**src/rtl/fetch_sequencer.sv**
```systemverilog
// Instruction-fetch controller: owns the PC, issues one ROM word per cycle and
// sequences NOP delays, JMP redirects and BLE resolution with the execute stage.
module fetch_sequencer #(
  parameter logic [3:0] NOP_OP = 4'h5,
  parameter logic [3:0] JMP_OP = 4'h6,
  parameter logic [3:0] BLE_OP = 4'h7
) (
  input  logic        Clock,
  input  logic        Reset,
  output logic [15:0] oAddress,
  input  logic [27:0] iInstruction,
  output logic [27:0] oInstruction,
  output logic        oValid,
  input  logic        iStall,
  input  logic        iBranchResolved,
  input  logic        iBranchTaken,
  output logic        oBusy
);

  typedef enum logic [1:0] {
    S_RUN,
    S_DELAY,
    S_BR_WAIT
  } state_t;

  state_t      r_state;
  logic [15:0] r_pc;
  logic [23:0] r_count;
  logic [15:0] r_target;
  logic [27:0] r_instr;
  logic        r_valid;

  logic [3:0]  w_opcode;
  logic [15:0] w_target;
  logic [23:0] w_count;

  assign w_opcode = iInstruction[27:24];
  assign w_target = {8'd0, iInstruction[23:16]};
  assign w_count  = iInstruction[23:0];

  // Stall freezes every register, including a pending branch resolution.
  always_ff @(posedge Clock) begin
    if (Reset) begin
      r_state  <= S_RUN;
      r_pc     <= '0;
      r_count  <= '0;
      r_target <= '0;
      r_instr  <= '0;
      r_valid  <= 1'b0;
    end else if (!iStall) begin
      case (r_state)
        S_RUN: begin
          r_instr <= iInstruction;
          r_valid <= 1'b1;
          r_pc    <= r_pc + 16'd1;
          if (w_opcode == NOP_OP) begin
            if (w_count != '0) begin
              r_count <= w_count;
              r_state <= S_DELAY;
            end
          end else if (w_opcode == JMP_OP) begin
            r_pc <= w_target;
          end else if (w_opcode == BLE_OP) begin
            r_target <= w_target;
            r_state  <= S_BR_WAIT;
          end
        end
        S_DELAY: begin
          r_valid <= 1'b0;
          r_count <= r_count - 24'd1;
          if (r_count == 24'd1) begin
            r_state <= S_RUN;
          end
        end
        S_BR_WAIT: begin
          r_valid <= 1'b0;
          if (iBranchResolved) begin
            if (iBranchTaken) begin
              r_pc <= r_target;
            end
            r_state <= S_RUN;
          end
        end
        default: begin
          r_state <= S_RUN;
          r_valid <= 1'b0;
        end
      endcase
    end
  end

  assign oAddress     = r_pc;
  assign oInstruction = r_instr;
  assign oValid       = r_valid;
  assign oBusy        = (r_state == S_DELAY) || (r_state == S_BR_WAIT);

endmodule

```
**config.mk**
```make
export PLATFORM = sky130hd
export DESIGN_NAME = fetch_sequencer
export DESIGN_NICKNAME = d
export VERILOG_FILES = /design/src/rtl/fetch_sequencer.sv
export SDC_FILE = /design/constraint.sdc
export NUM_CORES = 1
export LEC_CHECK = 0
export ABC_AREA = 1
export BUFFER_PORTS_ARGS = -buffer_cell sky130_fd_sc_hd__clkbuf_2
export CAP_MARGIN = 20
export CORE_MARGIN = 5
export CORE_UTILIZATION = 45
export CTS_CLUSTER_DIAMETER = 80
export DETAILED_ROUTE_END_ITERATION = 12
export GPL_TIMING_DRIVEN = 0
export PLACE_DENSITY = 0.66
export SLEW_MARGIN = 15
export SYNTH_ARGS = -nofsm -noshare
export SYNTH_HDL_FRONTEND = slang
export SYNTH_SLANG_ARGS = --single-unit
```
**constraint.sdc**
```tcl
create_clock -name Clock -period 2.1 [get_ports Clock]
set_input_delay 0.105 -clock Clock [delete_from_list [all_inputs] [get_ports Clock]]
set_output_delay 0.105 -clock Clock [all_outputs]
set_load 0.01 [all_outputs]
```
# == Word level (Yosys, flattened, before mapping) ==
# Index checks and enable logic that the tools add are counted.
# Widths: inputs -> output; s select.
# word_totals
inputBits,33
out_inout_bits,46
elab_cells,51
regBits,79
# classes
eq_ne,14
reduce_logical,10
n_mux,16
add_sub_neg,2
bitwise_logic,3
# ops
cell,n
$mux 16,4
$mux 24,2
$pmux 24 s2,1
$pmux 16 s2,1
$eq 24x1->1 const B,1
$reduce_bool 24->1,1
$sub 24x1->24 const B,1
$add 16x1->16 const B,1
$eq 4x3->1 const B,3
$mux 2,6
$ne 2x2->1 const B,5
$ne 3x3->1 const B,3
$reduce_and 4->1,2
$pmux 2 s3,1
$reduce_and 6->1,1
$reduce_and 5->1,1
$reduce_bool 2->1,2
$not 1->1,3
$eq 2x1->1 const B,1
$eq 2x2->1 const B,1
$logic_not 2->1,1
$reduce_and 2->1,1
$logic_or 1x1->1,1
$mux 1,1

# == Longest topological paths before layout ==
# depth
word_depth,5
mapped_depth,13
mapped_depth_nobuf,12

# == Worst setup path after synthesis ==
# No wires, ideal clock.
# synth_timing
kind,register -> register
from,register r_state[0]
to,register r_pc[15] (netlist: oAddress[15])
arrival_ns,1.554
stages_incl_launch_ff,11
path_slack_ns,0.430
n_path_buf,0
required_ns,1.984
synth_period_minus_slack_ns,1.670
setup_time_ns,0.116
path_cell_list,dfxtp_1 inv_1 ha_1 inv_1 nor2_1 nor2_1 nand2_1 nor2_1 nand3_1 o21ai_0 nor2_1
# synth_via
elab_chain_len,3
elab_cells_between_ends,7
classes_between,3 x eq/ne; 1 x mux; 3 x reduce/logical
# synth_lines
item,line,rtl
"start, declared",26,state_t r_state;
"start signal, assigned",44,r_state <= S_RUN;
"start signal, assigned",59,r_state <= S_DELAY;
"start signal, assigned",65,r_state <= S_BR_WAIT;
$eq 2x2->1 or $logic_not 2->1 (tied branches),51,case (r_state)
$ne 2x2->1 (no line) or $reduce_bool 2->1 (tied branches),-,
$reduce_and 4->1 (no line),-,
"end signal, assigned",55,r_pc <= r_pc + 16'd1;
"end signal, assigned",62,r_pc <= w_target;
"end signal, assigned",79,r_pc <= r_target;
"end, declared",27,logic [15:0] r_pc;
# Parallel ways exist; a longest one is shown, timed or not.
# A chain may end at the register's enable or synchronous reset.

# == Worst setup path in the final report ==
# layout_timing
from,register r_state[0]
to,register r_pc[1] (netlist: oAddress[1])
# Same word-level chain as after synthesis.

==> results by group <==
Run status
  • Outcome: complete, no violations

Synth
  • Yosys warns: 0
  • Leading cell type by number of instances after synthesis: sky130_fd_sc_hd__nand2_1
  • Commonest cells in the netlist: sky130_fd_sc_hd__nand2_1 (149), sky130_fd_sc_hd__nor2_1 (114), sky130_fd_sc_hd__dfxtp_1 (79)
  • Number of cells produced by synthesis: 695
  • Ranking of synthesized cells by area: sky130_fd_sc_hd__dfxtp_1 (36%), sky130_fd_sc_hd__nand2_1 (13%), sky130_fd_sc_hd__nor2_1 (9.6%)
  • Number of enable flip-flop cells after synthesis: 0
  • Ys async rst share: 0
  • Biggest area consumer among synthesized cells: sky130_fd_sc_hd__dfxtp_1
  • Sequential element share of the synthesized area: 0.356
  • Total standard cell area after synthesis: 4450 µm²
  • Post-synthesis average cell area: 6.40 µm²
  • Predominant post-synthesis flop cell: sky130_fd_sc_hd__dfxtp_1
  • Top cell type's share of synthesized area: 0.356
  • Distinct cells, synth: 37
  • Post-synth net total: 734
  • Flip-flop and latch count after synthesis: 79

Critical path
  • Critical path capture point type: register
  • Register-to-Register Setup Slack: 0.20 ns
  • R2r worst-path depth: 10
  • Worst Setup Start Kind: register
  • Critical path arrival: 2.20 ns
  • Critical path's top delay family: buffers and inverters
  • CP Cell Sequence: inv_1, ha_1, inv_1, nor2_1, nor2_2, nand2_2, inv_1, buf_4, nand3_1, a31oi_1
  • Critical path peak fanout: 10
  • Largest stage delay, worst path: 0.36 ns
  • Slowest stage cell on the critical path: sky130_fd_sc_hd__dfxtp_1
  • Endpoint required time on the critical path: 2.39 ns
  • Cell with the most instances on the worst path: sky130_fd_sc_hd__inv_1
  • RR Startpoint: r_state[0]
  • Buffers plus inverters on the worst setup path: 4
  • Crit path kind: reg2reg
  • Critical R2R Capture: oAddress[1]
  • Source of the critical timing path: r_state[0]
  • Crit path to: oAddress[1]
  • Critical Path Stages: 10

Global route
  • Global route total overflow: 0
  • Number of global-route vias before repair: 4503
  • Antenna violations before repair: 0
  • Wire length of the first global-routing pass: 21900 µm
  • Largest net degree at the start of global routing: 16
  • Global-route total usage across every layer: 0.234

Detailed routing
  • Routed Antenna Nets: 0
  • Count of routing violations after the opening detailed-route iteration: 325
  • WL/cell: 15.0 µm
  • DRC viols: 0
  • Final wirelength: 13800 µm
  • Via density: 5.31
  • DRT Pass-1 Iters: 5
  • Via count: 4909

Timing
  • Min Tclk post-route: 1.90 ns
  • Total of endpoints with negative setup slack in the final report: 0
  • Final number of max-transition violations: 0
  • Fin Setup TNS: 0 ns
  • Share of the cycle needed by the critical path after routing: 0.906
  • Number of hold violations in the final report: 0
  • Max Fclk: 526 MHz
  • Final worst clock skew: 0.0118 ns
  • Max_slew headroom: 0.531
  • Setup repair after global routing missed its margin: no
  • Actual slew at the worst max-slew pin: 0.703 ns
  • Crit path setup slack, layout: 0.197 ns

Place
  • Total half-perimeter wirelength after legalization and detailed placement: 10600 µm
  • Area after DPL: 5000 µm²
  • Setup Slack @ Placement: 0.0513 ns
  • Number of buffers added on ports: 78
  • Routability Congestion: 0.940

Floorplanning
  • Count of boundary I/O pins: 79
  • Placeable Area: 9730 µm²
  • Area enclosed by the die boundary: 12000 µm²
  • Die boundary height: 109 µm
  • Initial core utilization: 0.457
  • Number of standard-cell rows in the floorplan: 36
  • Width of the die: 109 µm

Clocking
  • Clk root buf: sky130_fd_sc_hd__clkbuf_8
  • Clock latency reported for the late side of the worst-skew pair: 0.37 ns
  • Number of sinks driven by the clock tree: 79
  • Clock tree from TritonCTS: done
  • Clock transition time at the flip-flop clock pins of the worst setup and hold paths: 0.09 ns
  • Number of CTS-inserted buffers: 9
  • Maximum number of buffers from clock root to sink: 2
  • # H-tree levels: 3

Pwr
  • IR drop worst, VDD: 369 µV
  • Areal power density over the cells: 892 nW/µm²
  • Leakage power of the design: 2.36 nW
  • Total power draw: 4.66 mW

Flow run
  • Max Cap Violations: 0

Cells and area
  • Antenna cells: 0
  • Core utilization of the finished layout: 0.537
  • Area growth, synth to finish: 17.6%
  • Post-route design area: 5230 µm²
  • Total Nets Final: 825
  • Fraction of final layout cells sized beyond drive strength 1: 0.168

Hold path
  • Hold Crit Class: in2reg
layout by cell type (no fill, tap or decap), types with 4 or more instances in the layout:
cell,n
sky130_fd_sc_hd__nand2_1,148
sky130_fd_sc_hd__nor2_1,112
sky130_fd_sc_hd__dfxtp_1,79
sky130_fd_sc_hd__clkbuf_2,78
sky130_fd_sc_hd__o21ai_0,67
sky130_fd_sc_hd__inv_1,66
sky130_fd_sc_hd__a21oi_1,64
sky130_fd_sc_hd__nand3_1,48
sky130_fd_sc_hd__clkbuf_1,18
sky130_fd_sc_hd__nand4_1,14
sky130_fd_sc_hd__clkbuf_8,10
sky130_fd_sc_hd__nand2_2,7
sky130_fd_sc_hd__nor2_2,6
sky130_fd_sc_hd__buf_2,6
sky130_fd_sc_hd__nand3b_1,6
sky130_fd_sc_hd__a21oi_2,6
sky130_fd_sc_hd__nor3_1,5
sky130_fd_sc_hd__xor2_1,5
sky130_fd_sc_hd__ha_1,5
sky130_fd_sc_hd__a31oi_1,4
stage by stage:
| step | instances | hold slack [ns] |
|---|---|---|
| finish | 924 | 0.00730 |
| global route | 924 | 0.0142 |
| CTS | 923 | 0.00178 |
| detailed placement | 906 | 0.389 |
| global placement | 906 | 0.378 |
| floorplan | 695 | 0.240 |
power by group:
| group | switching [mW] | internal (mW) |
|---|---|---|
| Combinational | 1.15 | 0.610 |
| Clock | 0.630 | 0.480 |
| Sequential | 0.136 | 1.66 |
cells by family after synthesis:
family                   count (synthesis)  synth area share
AND/OR/NAND/NOR                        353             0.337
AO/OA/AOI/OAI                          152             0.184
buffers and inverters                   99            0.0948
flip-flops                              79             0.356
XOR/XNOR                                 6            0.0118
adder cells (fa/ha/maj)                  6            0.0169
tightest hold or removal path, delay by kind of cell:
| kind | cells | cell delay (ns) |
|---|---|---|
| buffers and inverters | 1 | 0.10 |
| and+or+nand+nor | 2 | 0.13 |
layer usage:
layer  GRT usage  share of wire  vias to the layer above
met2       0.373           0.46                      169
li1            -              -                     2452
met1       0.313           0.45                     2256
met3      0.0382          0.064                       32
met4      0.0988          0.026                        0
met5           0              0                        -
flip-flops by register name (all words and copies together), names as in the netlist:
| name | flops |
|---|---|
| oAddress | 16 |
| r_target | 8 |
| r_state | 2 |
| r_count | 24 |
| oValid | 1 |
| oInstruction | 28 |
how the worst min path moves through the flow:
stage | from | to | slack, ns | depth (start not counted)
after detailed placement | iInstruction[26] | oInstruction[26] | 0.39 | 3
final | iInstruction[26] | oInstruction[26] | 0.007 | 3
after floorplan | iInstruction[11] | oInstruction[11] | 0.24 | 2
after global routing | iInstruction[27] | oInstruction[27] | 0.01 | 3
after CTS | iInstruction[27] | oInstruction[27] | 0.002 | 3
after global placement | iInstruction[26] | oInstruction[26] | 0.38 | 3
repair_timing:
item | CTS | global route
hold buffers | 1 | 0
buffers inserted | 0 | 1
gates resized for setup | 0 | 5
endpoints found under the hold margin | 1 | 0
setup endpoints to repair | 0 | 22
layout make-up:
class / count / area (µm²)
Timing Repair Buffer: 80 / 408
Sequential cell: 79 / 1580
Clock buffer: 10 / 138
Buffer: 30 / 163
Multi-Input combinational cell: 517 / 2460
Fill cell: 1027 / 4500
Clock inverter: 6 / 53.8
Tap cell: 133 / 166
Inverter: 69 / 259
(Power assumes the default switching activity.)
